==> config.mk <==
export PLATFORM = sky130hd
export DESIGN_NAME = reg_file_8x8
export DESIGN_NICKNAME = d
export VERILOG_FILES = /design/src/rtl/reg_file_8x8.sv
export SDC_FILE = /design/constraint.sdc
export NUM_CORES = 1
export LEC_CHECK = 0
export CORE_ASPECT_RATIO = 0.5
export CORE_MARGIN = 2
export CORE_UTILIZATION = 57
export DETAILED_ROUTE_END_ITERATION = 12
export PLACE_DENSITY = 0.87
export REMOVE_ABC_BUFFERS = 1
export SYNTH_ARGS = -nofsm -noshare
export SYNTH_HDL_FRONTEND = slang
export SYNTH_SLANG_ARGS = --single-unit
==> constraint.sdc <==
create_clock -name CLK -period 1.4 [get_ports CLK]
set_input_delay 0.42 -clock CLK [delete_from_list [all_inputs] [get_ports CLK]]
set_output_delay 0.42 -clock CLK [all_outputs]
set_load 0.01 [all_outputs]
==> src/rtl/reg_file_8x8.sv <==
// Eight-entry signed register file feeding both ALU operands and taking ALU write-back.
// Latency: one cycle for reads, with same-edge write bypass; writes land on the sampling edge.
// Backpressure: none, one write and one dual read per cycle; READ low holds OUT1/OUT2.
module reg_file_8x8 #(
    parameter int DATA_W = 8,
    parameter int ADDR_W = 3,
    parameter int DEPTH  = 8
) (
    input  logic              CLK,
    input  logic              RESET,
    input  logic [DATA_W-1:0] IN,
    input  logic [ADDR_W-1:0] INADDRESS,
    input  logic              WRITE,
    input  logic [ADDR_W-1:0] OUT1ADDRESS,
    input  logic [ADDR_W-1:0] OUT2ADDRESS,
    input  logic              READ,
    output logic [DATA_W-1:0] OUT1,
    output logic [DATA_W-1:0] OUT2,
    output logic [DEPTH-1:0]  WRITTEN
);

    logic [DATA_W-1:0] regs [DEPTH];
    logic [DATA_W-1:0] rd1_dat;
    logic [DATA_W-1:0] rd2_dat;
    logic              byp1;
    logic              byp2;

    // A read of the register being written this edge returns the new value.
    always_comb begin
        byp1    = WRITE && (OUT1ADDRESS == INADDRESS);
        byp2    = WRITE && (OUT2ADDRESS == INADDRESS);
        rd1_dat = byp1 ? IN : regs[OUT1ADDRESS];
        rd2_dat = byp2 ? IN : regs[OUT2ADDRESS];
    end

    always_ff @(posedge CLK or negedge RESET) begin
        if (!RESET) begin
            for (int i = 0; i < DEPTH; i++) begin
                regs[i] <= '0;
            end
            WRITTEN <= '0;
        end else if (WRITE) begin
            regs[INADDRESS]    <= IN;
            WRITTEN[INADDRESS] <= 1'b1;
        end
    end

    always_ff @(posedge CLK or negedge RESET) begin
        if (!RESET) begin
            OUT1 <= '0;
            OUT2 <= '0;
        end else if (READ) begin
            OUT1 <= rd1_dat;
            OUT2 <= rd2_dat;
        end
    end

endmodule
==> results of run 1 <==
## worst max-delay path by stage
stage	from	end	slack, ps	cells after the start
2_1_floorplan	INADDRESS[0]	regs[40]	-110	3
5_1_grt	regs[1]	OUT1[1]	-60	3
3_3_place_gp	INADDRESS[2]	OUT1[6]	-730	6
4_1_cts	OUT2[4]	OUT2[4]	0.8	1
3_5_place_dp	OUT2ADDRESS[0]	OUT2[6]	-840	5
6_report	regs[5]	OUT1[5]	-40	3
## layer usage
metal,GRT usage,share of wire,vias to the layer above
li1,-,-,1375
met4,0.243,0.072,0
met2,0.588,0.44,430
met5,0,0,-
met3,0.135,0.13,131
met1,0.470,0.36,1877
## cell families (layout without fill, tap and decap cells)
| family | Yosys count | after routing | synth area share |
|---|---|---|---|
| buffers and inverters | 31 | 120 | 0.0352 |
| multiplexers | 80 | 80 | 0.284 |
| AO/OA/AOI/OAI | 50 | 50 | 0.0761 |
| XOR/XNOR | 6 | 6 | 0.0120 |
| AND/OR/NAND/NOR | 69 | 69 | 0.0895 |
| flip-flops | 88 | 88 | 0.503 |
## cells in the final DEF, fill, tap and decap left out, types with 3 or more instances in the layout
cell,netlist,final
buf_12,0,12
buf_2,11,10
buf_4,4,30
buf_6,1,13
clkbuf_16,0,9
clkbuf_2,1,13
clkdlybuf4s15_1,0,3
clkdlybuf4s50_1,0,8
dfrtp_1,88,88
inv_1,9,8
mux2_2,32,24
mux2_4,0,8
mux2i_1,16,7
mux2i_2,0,5
mux2i_4,0,4
mux4_2,32,32
nand2_1,33,33
nand2b_1,20,20
nand4b_1,3,3
o21ai_0,32,32
o221ai_2,0,12
o221ai_4,0,3
or2_2,4,4
xor2_2,0,4
## layout make-up
cell class	count	area [µm²]
fillers	340	1410
multi-input cells	205	2330
repair buffers	95	945
clock buffers	12	256
clock inverters	4	76.3
well taps	96	120
inverters	9	33.8
flip-flops and latches	88	2200
## stage by stage
step	hold WS (ps)	util	cells	worst slack, ps	power, µW
final	-4.69	0.809	509	-35.5	8500
after detailed placement	371	0.708	482	-838	5240
after global placement	363	0.708	482	-727	5070
after global routing	22.7	0.809	509	-55.1	8680
after floorplan	124	-	302	-110	4330
after CTS	7.32	0.787	502	0.756	7980
## report_power, final
group          switching [µW]  internal [µW]
Clock                    1050           1670
Sequential                520           3050
Combinational            1050           1170
Total                    2620           5880
## timing repair
action                     4_1_cts  5_1_grt
gates cloned                     3        0
buffers inserted                 1        7
setup endpoints to repair      108       43
gates resized for setup        148       66
pin swaps                       10       13
## state kept, by name (all words and copies together) (netlist names)
name and count:
OUT1 8, OUT2 8, WRITTEN 8, regs 64
==> impl_metrics.env, run 1 <==
export IMPL_wirelength_um=16200
export IMPL_finalWorstSetupSlack_ps=-35.5
export IMPL_ir_worst_vdd_uv=836
export IMPL_critPathKind="flop to flop"
export IMPL_seq_area_frac_synth=0.503
export IMPL_critPathLaunchType="flop"
export IMPL_grt_first_pass_wirelength_um=22600
export IMPL_max_cap_violations=0
export IMPL_rsz0062_at_grt="true"
export IMPL_row_count=22
export IMPL_grt_start_max_net_pins=28
export IMPL_path_buf_inv=0
export IMPL_cts_sinks=88
export IMPL_cts_root_buf="clkbuf_16"
export IMPL_placed_area_um2=5230
export IMPL_violations="negative hold slack, negative setup slack"
export IMPL_grtUsageTotal=0.382
export IMPL_slew_headroom=0.714
export IMPL_synth_edff_count=0
export IMPL_worstMarginPinSlew_ps=430
export IMPL_endpoint_kind="flop"
export IMPL_ant_nets=0
export IMPL_hold_viol=1
export IMPL_syn_inst=324
export IMPL_io_pins=45
export IMPL_fin_skew_ps=7.62
export IMPL_area_growth_pct=36.4
export IMPL_cpLargestDelayFamily="multiplexers"
export IMPL_clk_latency_ps=360
export IMPL_r2r_worst_path_cells=3
export IMPL_detailed_place_hpwl_um=7970
export IMPL_status="finished with violations"
export IMPL_yosys_warnings=0
export IMPL_cts_hold_buffers=0
export IMPL_setup_viol=13
export IMPL_critPathMaxStageDelay_ps=540
export IMPL_gr_total_overflow=0
export IMPL_ys_top_cells_by_area="dfrtp_1 50%, mux4_2 16%, mux2_2 8.2%"
export IMPL_fmax_mhz=697
export IMPL_post_route_cell_area_um2=5970
export IMPL_cts_buffers=9
export IMPL_synth_top_area_share=0.503
export IMPL_synth_ff_type="dfrtp_1"
export IMPL_cts_tree="built"
export IMPL_crit_chain="mux4_2 -> mux2i_2 -> o221ai_2"
export IMPL_setup_tns_ps=-232
export IMPL_cp_data_arrival_time_ps=1670
export IMPL_vias=3813
export IMPL_wl_per_cell_um=31.8
export IMPL_drt_first_pass_iters=8
export IMPL_start_util=0.593
export IMPL_powerDensity_nw_per_um2=1430
export IMPL_antenna_found_initial=0
export IMPL_core_um2=7380
export IMPL_timing_reg2reg_setup_slack_ps=-40
export IMPL_worstPathMaxFanout=3
export IMPL_synth_cell_area_um2=4370
export IMPL_clockBufferDepth=2
export IMPL_die_area_um2=8430
export IMPL_ys_ff_latch=88
export IMPL_drive_gt1_frac=0.501
export IMPL_portBuffers=44
export IMPL_reg2reg_from="regs[5]"
export IMPL_yosysMostFrequentCell="dfrtp_1"
export IMPL_p_leak_uw=0.00255
export IMPL_slowest_stage="mux4_2"
export IMPL_die_h_um=65.9
export IMPL_synth_top_area_cell="dfrtp_1"
export IMPL_min_period_ps=1440
export IMPL_htreeDepth=3
export IMPL_async_reset_ff_frac=1.00
export IMPL_gp_congestion=0.876
export IMPL_worstPathRequired_ps=1630
export IMPL_avgSynthCellArea_um2=13.5
export IMPL_grt_pass1_vias=3857
export IMPL_ys_top_cells_by_count="88 x dfrtp_1, 33 x nand2_1, 32 x mux2_2, 32 x mux4_2, 32 x o21ai_0"
export IMPL_slew_viol_final=0
export IMPL_antennaDiodeCount=0
export IMPL_reg2reg_to="OUT1[5]"
export IMPL_drt_iter0_drc=647
export IMPL_nets=429
export IMPL_period_share=1.03
export IMPL_drc_errors=0
export IMPL_ys_types=24
export IMPL_viasPerCell=7.49
export IMPL_clk_pin_slew_worst_paths_ps=70
export IMPL_holdWs_ps=-4.69
export IMPL_fp_dieW_um=128
export IMPL_hp_class="input port to asynchronous set/reset pin"
No activity file was read; power rests on OpenSTA's default activity.
==> inputs of run 2 (changes only) <==
--- a/config.mk
+++ b/config.mk
@@ -5,8 +5,7 @@
 export SDC_FILE = /design/constraint.sdc
 export NUM_CORES = 1
 export LEC_CHECK = 0
-export CORE_ASPECT_RATIO = 0.5
-export CORE_MARGIN = 2
+export CORE_ASPECT_RATIO = 0.8
 export CORE_UTILIZATION = 57
 export DETAILED_ROUTE_END_ITERATION = 12
 export PLACE_DENSITY = 0.87
==> impl_metrics.env, run 2 (synthesis results as in run 1) <==
export IMPL_row_count=28
export IMPL_grtUsageTotal=0.325
export IMPL_clk_latency_ps=360
export IMPL_grt_util_met1=0.426
export IMPL_grt_use_met3=0.0661
export IMPL_largest_reg_flops=64
export IMPL_reg2reg_from="regs[1]"
export IMPL_finish_utilization=0.745
export IMPL_fmax_mhz=700
export IMPL_die_h_um=80.4
export IMPL_cts_root_buf="clkbuf_8"
export IMPL_grt_start_max_net_pins=34
export IMPL_worstPathMaxFanout=8
export IMPL_grt_busiest_layer="met2"
export IMPL_powerDensity_nw_per_um2=1340
export IMPL_io_pins=45
export IMPL_fin_skew_ps=12.8
export IMPL_rsz0062_at_grt="true"
export IMPL_violations="negative setup slack"
export IMPL_die_area_um2=8030
export IMPL_gr_total_overflow=0
export IMPL_cp_data_arrival_time_ps=1700
export IMPL_most_common_layout_cells="88 x dfrtp_1, 35 x buf_4, 33 x nand2_1"
export IMPL_start_util=0.589
export IMPL_endpoint_kind="flop"
export IMPL_fp_dieW_um=99.9
export IMPL_grt_first_pass_wirelength_um=18700
export IMPL_drive_gt1_frac=0.466
export IMPL_slew_viol_final=0
export IMPL_max_cap_violations=0
export IMPL_setup_viol=7
export IMPL_placed_cells_incl_taps=492
export IMPL_critPathKind="input port to flop"
export IMPL_layout_cells_most_common="dfrtp_1"
export IMPL_grt_pass1_vias=3411
export IMPL_wl_per_cell_um=23.4
export IMPL_grtUsageMet2=0.528
export IMPL_viasPerCell=6.34
export IMPL_clockBufferDepth=2
export IMPL_p_leak_uw=0.00239
export IMPL_drc_errors=0
export IMPL_antenna_found_initial=0
export IMPL_report_power_total_uw=7440
export IMPL_hp_class="input port to asynchronous set/reset pin"
export IMPL_core_um2=7430
export IMPL_cts_sinks=88
export IMPL_nets=426
export IMPL_status="finished with violations"
export IMPL_ant_nets=0
export IMPL_top_register="regs"
export IMPL_gp_congestion=0.888
export IMPL_finalWorstSetupSlack_ps=-28.9
export IMPL_worstPathRequired_ps=1670
export IMPL_vias=3266
export IMPL_area_growth_pct=26.5
export IMPL_fillers=472
export IMPL_period_share=1.02
export IMPL_timing_reg2reg_setup_slack_ps=0
export IMPL_worstMarginPinSlew_ps=285
export IMPL_ir_worst_vdd_uv=954
export IMPL_cts_tree="built"
export IMPL_min_period_ps=1430
export IMPL_slew_headroom=0.809
export IMPL_setup_tns_ps=-112
export IMPL_reg2reg_to="OUT2[1]"
export IMPL_detailed_place_hpwl_um=8090
export IMPL_clk_pin_slew_worst_paths_ps=90
export IMPL_instances_no_fill=515
export IMPL_cts_buffers=9
export IMPL_antennaDiodeCount=0
export IMPL_drt_iter0_drc=220
export IMPL_r2r_worst_path_cells=3
export IMPL_wirelength_um=12000
export IMPL_portBuffers=44
export IMPL_hold_viol=0
export IMPL_htreeDepth=3
export IMPL_drt_first_pass_iters=5
export IMPL_critPathLaunchType="input port"
-- run 2: changes by cell type in the layout (fill, tap and decap cells not counted), moves of 3 or more --
cell	change
clkdlybuf4s15_1	-3
mux2i_4	-3
mux2i_2	-3
o221ai_1	+4
buf_2	+18
buf_4	+5
mux2i_1	+6
clkbuf_8	+8
buf_12	-8
clkbuf_2	-11
buf_6	-5
mux2_2	+8
clkbuf_16	-9
mux2_4	-8
-- run 2: worst max-delay path by stage --
stage	depth (start not counted)	from	endpoint	slack (ps)
floorplan	3	INADDRESS[0]	regs[40]	-110
global placement	6	INADDRESS[0]	regs[61]	-820
detailed placement	5	OUT2ADDRESS[0]	OUT2[4]	-830
CTS	1	OUT2[1]	OUT2[1]	1
global route	5	INADDRESS[0]	OUT1[5]	-40
finish	5	OUT2ADDRESS[1]	OUT2[1]	-30
-- run 2: critical path, stage by stage --
cell and delay (ps):
clkdlybuf4s15_2 220, xor2_1 190, or4b_4 500, buf_8 170, o221ai_4 200
-- run 2: area by class of cell --
cell class              count  area [µm²]  area share
well taps                 105         131      0.0238
clock buffers              11         141      0.0256
clock inverters             5         104      0.0188
repair buffers             92         754       0.136
multi-input cells         205        2160       0.391
inverters                   9        33.8     0.00611
flip-flops and latches     88        2200       0.398
-- run 2: per-layer routing --
| layer | vias to the layer above | wire, µm | part of all wire |
|---|---|---|---|
| li1 | 1361 | - | - |
| met1 | 1670 | 4640 | 0.39 |
| met2 | 179 | 6020 | 0.50 |
| met3 | 56 | 885 | 0.074 |
| met4 | 0 | 485 | 0.040 |
| met5 | - | 0 | 0 |
-- run 2: through the flow --
step / setup slack, ps / hold WS, ps / cell area [µm²]
final: -28.9 / 471 / 5530
after global routing: -44.3 / 475 / 5530
after CTS: 1.40 / 468 / 5470
after detailed placement: -831 / 311 / 5180
after global placement: -816 / 308 / 5180
after floorplan: -110 / 124 / 4250
-- run 2: where the power goes --
part / switching, µW / leakage (µW) / internal (µW)
sequential: 415 / 0.00106 / 3040
clock: 902 / 0.000124 / 1240
combinational: 802 / 0.00121 / 1040
total: 2120 / 0.00239 / 5320
-- run 2: repair_timing --
action | in CTS | in global routing
endpoints found under the setup margin | 104 | 20
pin swaps | 4 | 2
setup buffers | 6 | 0
cloned | 1 | 0
gates resized for setup | 148 | 22
hold endpoints to repair | 14 | 0
hold buffers | 1 | 0
==> inputs of run 3 (changes only) <==
==> config.mk (replaced) <==
export PLATFORM = sky130hd
export DESIGN_NAME = reg_file_8x8
export DESIGN_NICKNAME = d
export VERILOG_FILES = /design/src/rtl/reg_file_8x8.sv
export SDC_FILE = /design/constraint.sdc
export NUM_CORES = 1
export LEC_CHECK = 0
export ABC_CLOCK_PERIOD_IN_PS = 1400
export CORE_ASPECT_RATIO = 0.8
export CORE_UTILIZATION = 51
export DETAILED_ROUTE_END_ITERATION = 12
export PLACE_DENSITY = 0.8
export SYNTH_ARGS = -nofsm -noshare
export SYNTH_HDL_FRONTEND = slang
export SYNTH_SLANG_ARGS = --single-unit
==> impl_metrics.env, run 3 (synthesis results as in run 1) <==
export IMPL_clockBufferDepth=2
export IMPL_p_seq_frac=0.489
export IMPL_grt_first_pass_wirelength_um=18900
export IMPL_powerDensity_nw_per_um2=1260
export IMPL_clk_pin_slew_worst_paths_ps=90
export IMPL_setup_tns_ps=-163
export IMPL_hold_viol=0
export IMPL_status="finished with violations"
export IMPL_ir_worst_vdd_uv=626
export IMPL_vias=3270
export IMPL_setup_viol=10
export IMPL_power_switching_uw=2140
export IMPL_power_frac_clock=0.237
export IMPL_nets=437
export IMPL_slew_viol_final=0
export IMPL_r2r_worst_path_cells=3
export IMPL_row_count=29
export IMPL_grt_pass1_vias=3418
export IMPL_syn_nets=345
export IMPL_viasPerCell=6.20
export IMPL_power_frac_comb=0.275
export IMPL_cts_tree="built"
export IMPL_max_cap_violations=0
export IMPL_period_share=1.02
export IMPL_antenna_found_initial=0
export IMPL_slew_headroom=0.696
export IMPL_rsz0062_at_grt="true"
export IMPL_violations="negative setup slack"
export IMPL_drt_iter0_drc=214
export IMPL_drc_errors=0
export IMPL_critPathLaunchType="input port"
export IMPL_detailed_place_hpwl_um=7470
export IMPL_cts_hold_buffers=0
export IMPL_largest_reg_flops=64
export IMPL_grt_start_max_net_pins=89
export IMPL_io_pins=45
export IMPL_placed_area_um2=5270
export IMPL_clk_latency_ps=350
export IMPL_cts_buffers=9
export IMPL_critPathMaxStageDelay_ps=330
export IMPL_fmax_mhz=699
export IMPL_wl_per_cell_um=22.9
export IMPL_pre_cts_ws_ps=-833
export IMPL_critPathKind="input port to flop"
export IMPL_gr_total_overflow=0
export IMPL_min_period_ps=1430
export IMPL_cp_data_arrival_time_ps=1670
export IMPL_fp_dieW_um=106
export IMPL_hp_class="input port to asynchronous set/reset pin"
export IMPL_drt_first_pass_iters=4
export IMPL_finalWorstSetupSlack_ps=-31.2
export IMPL_endpoint_kind="flop"
export IMPL_ant_nets=0
export IMPL_fin_skew_ps=11.0
export IMPL_post_route_cell_area_um2=5690
export IMPL_die_area_um2=8950
export IMPL_p_leak_uw=0.00251
export IMPL_area_growth_pct=30.1
export IMPL_sw_frac_of_total=0.299
export IMPL_start_util=0.538
export IMPL_worstPathRequired_ps=1640
export IMPL_cts_root_buf="clkbuf_8"
export IMPL_worstPathMaxFanout=4
export IMPL_core_um2=8130
export IMPL_antennaDiodeCount=0
export IMPL_portBuffers=44
export IMPL_crit_chain="buf_8 -> buf_6 -> nand2b_4 -> nor3b_4 -> bufbuf_16 -> mux2_4"
export IMPL_top_register="regs"
export IMPL_gp_congestion=0.848
export IMPL_cts_sinks=88
export IMPL_grtUsageTotal=0.288
export IMPL_slowest_stage="bufbuf_16"
export IMPL_die_h_um=84.8
export IMPL_worstMarginPinSlew_ps=456
export IMPL_intPower_uw=5020
export IMPL_layout_cells_most_common="dfrtp_1"
export IMPL_finish_utilization=0.700
export IMPL_drive_gt1_frac=0.482
export IMPL_wirelength_um=12100
export IMPL_htreeDepth=3
export IMPL_most_common_layout_cells="88 x dfrtp_1, 37 x buf_4, 33 x nand2_1, 32 x o21ai_0, 32 x mux4_2"
## run 3: cell types whose count changed in the layout (fill, tap and decap cells not counted), sizes merged
cell           delta
clkinv            -1
bufbuf            +1
inv               +1
buf               +2
clkinvlp          +2
clkdlybuf4s15     -1
bufinv            -2
dlygate4sd3       -1
clkbuf            +8
## run 3: power groups by stage
stage          Sequential, µW  Combinational, µW  Clock [µW]
2_1_floorplan            3400               1080           0
3_3_place_gp             3470               1690           0
3_5_place_dp             3500               1750           0
4_1_cts                  3460               1880        1720
5_1_grt                  3540               2120        1810
6_report                 3500               1970        1700
## run 3: timing repair
| action | CTS | global route |
|---|---|---|
| gates cloned | 2 | 0 |
| endpoints found under the setup margin | 112 | 41 |
| setup buffers | 17 | 3 |
| pin swaps | 7 | 4 |
| gates resized for setup | 144 | 33 |
## run 3: worst paths after layout
check	from	slack, ps	to
max	INADDRESS[0]	-30	regs[24]
min	RESET	90	WRITTEN[1]
max reg2reg	regs[27]	-20	OUT1[3]
min reg2reg	WRITTEN[4]	480	WRITTEN[4]
max in group asynchronous	RESET	950	regs[31]
min in group CLK	WRITTEN[4]	480	WRITTEN[4]
## run 3: cell type report
cell class                      count  area, µm²
Fill cell                         553       2430
Timing Repair Buffer              103        900
Clock inverter                      5       58.8
Tap cell                          108        135
Sequential cell                    88       2200
Multi-Input combinational cell    205       2240
Inverter                            9       33.8
Clock buffer                        9        124
## run 3: routing by layer
| layer | wire [µm] | global-route usage |
|---|---|---|
| met2 | 5840 | 0.458 |
| met3 | 1250 | 0.0661 |
| met5 | 0 | 0 |
| met4 | 278 | 0.0859 |
| met1 | 4720 | 0.403 |
## run 3: through the flow
step | total power (µW) | hold WS [ps] | cells
floorplan | 4480 | 124 | 324
global placement | 5160 | 452 | 493
detailed placement | 5250 | 456 | 493
CTS | 7070 | 111 | 526
global route | 7480 | 120 | 527
finish | 7160 | 89.4 | 527
## run 3: worst max-delay path: cells and delay by family
kind / cells / cell delay (ps)
buf+inv: 3 / 530
mux: 1 / 290
simple gates: 2 / 420
==> RTL edit: new RTL, config.mk and constraints of run 1 <==
The parameter `DATA_W` goes from 8 to 12.
--- a/src/rtl/reg_file_8x8.sv
+++ b/src/rtl/reg_file_8x8.sv
@@ -2,7 +2,7 @@
 // Latency: one cycle for reads, with same-edge write bypass; writes land on the sampling edge.
 // Backpressure: none, one write and one dual read per cycle; READ low holds OUT1/OUT2.
 module reg_file_8x8 #(
-    parameter int DATA_W = 8,
+    parameter int DATA_W = 12,
     parameter int ADDR_W = 3,
     parameter int DEPTH  = 8
 ) (
Interface: changed (resized IN, OUT1 and OUT2); port bits go from 45 to 57. The function was not compared with the original's and may differ.
==> RTL edit against run 1 <==
The flow finishes with violations (negative setup slack); synthesized area grew 50%; sequential cell count grew 40; count of clock-buffer cells in the layout grew 7; routed wire length grew 42%; non-clock buffer count grew 45; highest routed layer unchanged; cell area grew 45%; largest power group unchanged; setup slack lost 0.037 ns; via count grew 37%; fmax shrank 2.5%; power grew 57%.
==> RTL edit: results (changes against run 1) <==
[outcome]
outcome = complete, but fails checks
violations = negative setup slack

[clock_tree]
htreeDepth = 4  ; +1
post_cts_buffers = 14  ; +13
cts_resized = 161  ; +8.8%
cts_made_buffers = 17  ; +8
clock-root-buffer = clkbuf_16
clk-insertion-delay-late_ns = 0.43  ; +0.07 ns
clockBufferDepth = 2  ; unchanged
cts_hold_buf = 1  ; +1

[power]
p_leak_nw = 3.73  ; +46%
netSwitchingFraction_pct = 29.8  ; -0.98 points
ir_worst_vdd_mv = 1.02  ; +22%

[worst_setup_path]
cp.arrival_ns = 1.78  ; +0.11 ns
cp_slowest_cell = o221ai_1
slowest_delay_ns = 0.30  ; -0.24 ns
path_delay_family = buffers and inverters
crit_fanout = 12  ; +9

[global_routing]
grt_pass1_wl_mm = 31.9  ; +41%
grt_pass1_vias = 5209  ; +35%
grt_use_met3_pct = 10.3  ; -3.2 points
grt_use_met1_pct = 46.9  ; about the same
grt_usage_pct = 36.1  ; -2.1 points
antenna_found_initial = 0  ; unchanged
use_met2_pct = 55.5  ; -3.2 points
grt_max_degree = 40  ; +43%

[drt]
wl_met1_mm = 8.44  ; +46%
drt_iter0_markers = 757  ; +17%
wl_per_cell_um = 32.1  ; +0.88%
route.met3.wl_mm = 2.81  ; +31%
first_pass_iters = 7  ; -1
dr_wl_met2_mm = 10.2  ; +43%
routed_wirelength_mm = 22.9  ; +42%
viasPerCell = 7.29  ; -2.6%

[placement]
place_congestion = 0.869  ; -0.84%
placed_area_mm2 = 0.00768  ; +47%
place_ws_ns = -0.687  ; +0.151 ns
dp_cells = 655  ; +36%
dp_hpwl_mm = 11.3  ; +41%
port_buffers = 56  ; +27%

[sta]
hold_slack_ns = 0.447  ; +0.451 ns
setup_viol = 34  ; +21
clock_skew_ns = 0.00739  ; -0.000231 ns
worstMarginPinSlew_ns = 0.372  ; -0.0577 ns
setup_slack_ns = -0.0725  ; -0.0371 ns
setup_tns_ns = -0.654  ; -0.422 ns

[yosys]
synth_commonest_cells = dfrtp_1, mux2_2, nand2_1, mux4_2
synth_cells = 431  ; +33%
ys_types = 31  ; +29%
synthTopCellsByArea = dfrtp_1, mux4_2, mux2_2, mux2i_1, o221ai_1
yosys_warnings = 0  ; unchanged
synth_seq_area_share_pct = 48.9  ; -1.5 points

[finish]
n_antenna_cell = 0  ; unchanged
layout.nets = 581  ; +35%
drive_gt1_share_pct = 55.5  ; +5.4 points
fill_cells = 527  ; +55%
fin_util_pct = 77.7  ; -3.2 points

[worst_hold_path]
min_path_type = input pin to asynchronous set/reset pin

==> RTL edit: cell types whose count changed after synthesis, sizes merged, moves of 7 or more <==
| cell | delta |
|---|---|
| buf | +11 |
| dfrtp | +40 |
| inv | -7 |
| mux2 | +56 |
| mux2i | +8 |
| mux4 | +16 |
| nand2 | +13 |
| nand2b | -16 |
| o21ai | -24 |
| o221ai | +8 |
==> RTL edit: cell type report <==
class | count | share of cell area (%)
tap | 145 | 2.10
inverter | 3 | 0.130
multi-input combinational | 266 | 37.3
sequential | 128 | 37.1
clock inverter | 13 | 2.14
timing repair buffer | 140 | 16.0
clock buffer | 19 | 5.24
==> RTL edit: power by group through the flow <==
stage,Combinational (W),Clock [W],Sequential (W)
6_report,0.00323,0.00487,0.00526
5_1_grt,0.00336,0.00504,0.00528
4_1_cts,0.00283,0.00481,0.00511
3_5_place_dp,0.00275,0,0.00512
3_3_place_gp,0.00264,0,0.00504
2_1_floorplan,0.00151,0,0.00501
==> RTL edit: logic make-up (layout without fill, tap and decap cells) <==
group	after synthesis	after routing	share of synthesized area [%]
AO/OA/AOI/OAI	34	34	4.12
buffers and inverters	37	175	4.14
AND/OR/NAND/NOR	66	66	6.51
XOR/XNOR	6	6	0.916
flip-flops	128	128	48.9
multiplexers	160	160	35.4
==> RTL edit: final timing paths <==
| check | end | cells after the start | start |
|---|---|---|---|
| worst min register to register | WRITTEN[2] | 1 | WRITTEN[2] |
| max in group asynchronous | regs[75] | 3 | RESET |
| worst max-delay path | OUT2[2] | 6 | OUT2ADDRESS[2] |
| min in group CLK | WRITTEN[2] | 1 | WRITTEN[2] |
| worst min-delay path | regs[16] | 2 | RESET |
| worst max register to register | OUT1[9] | 3 | regs[33] |
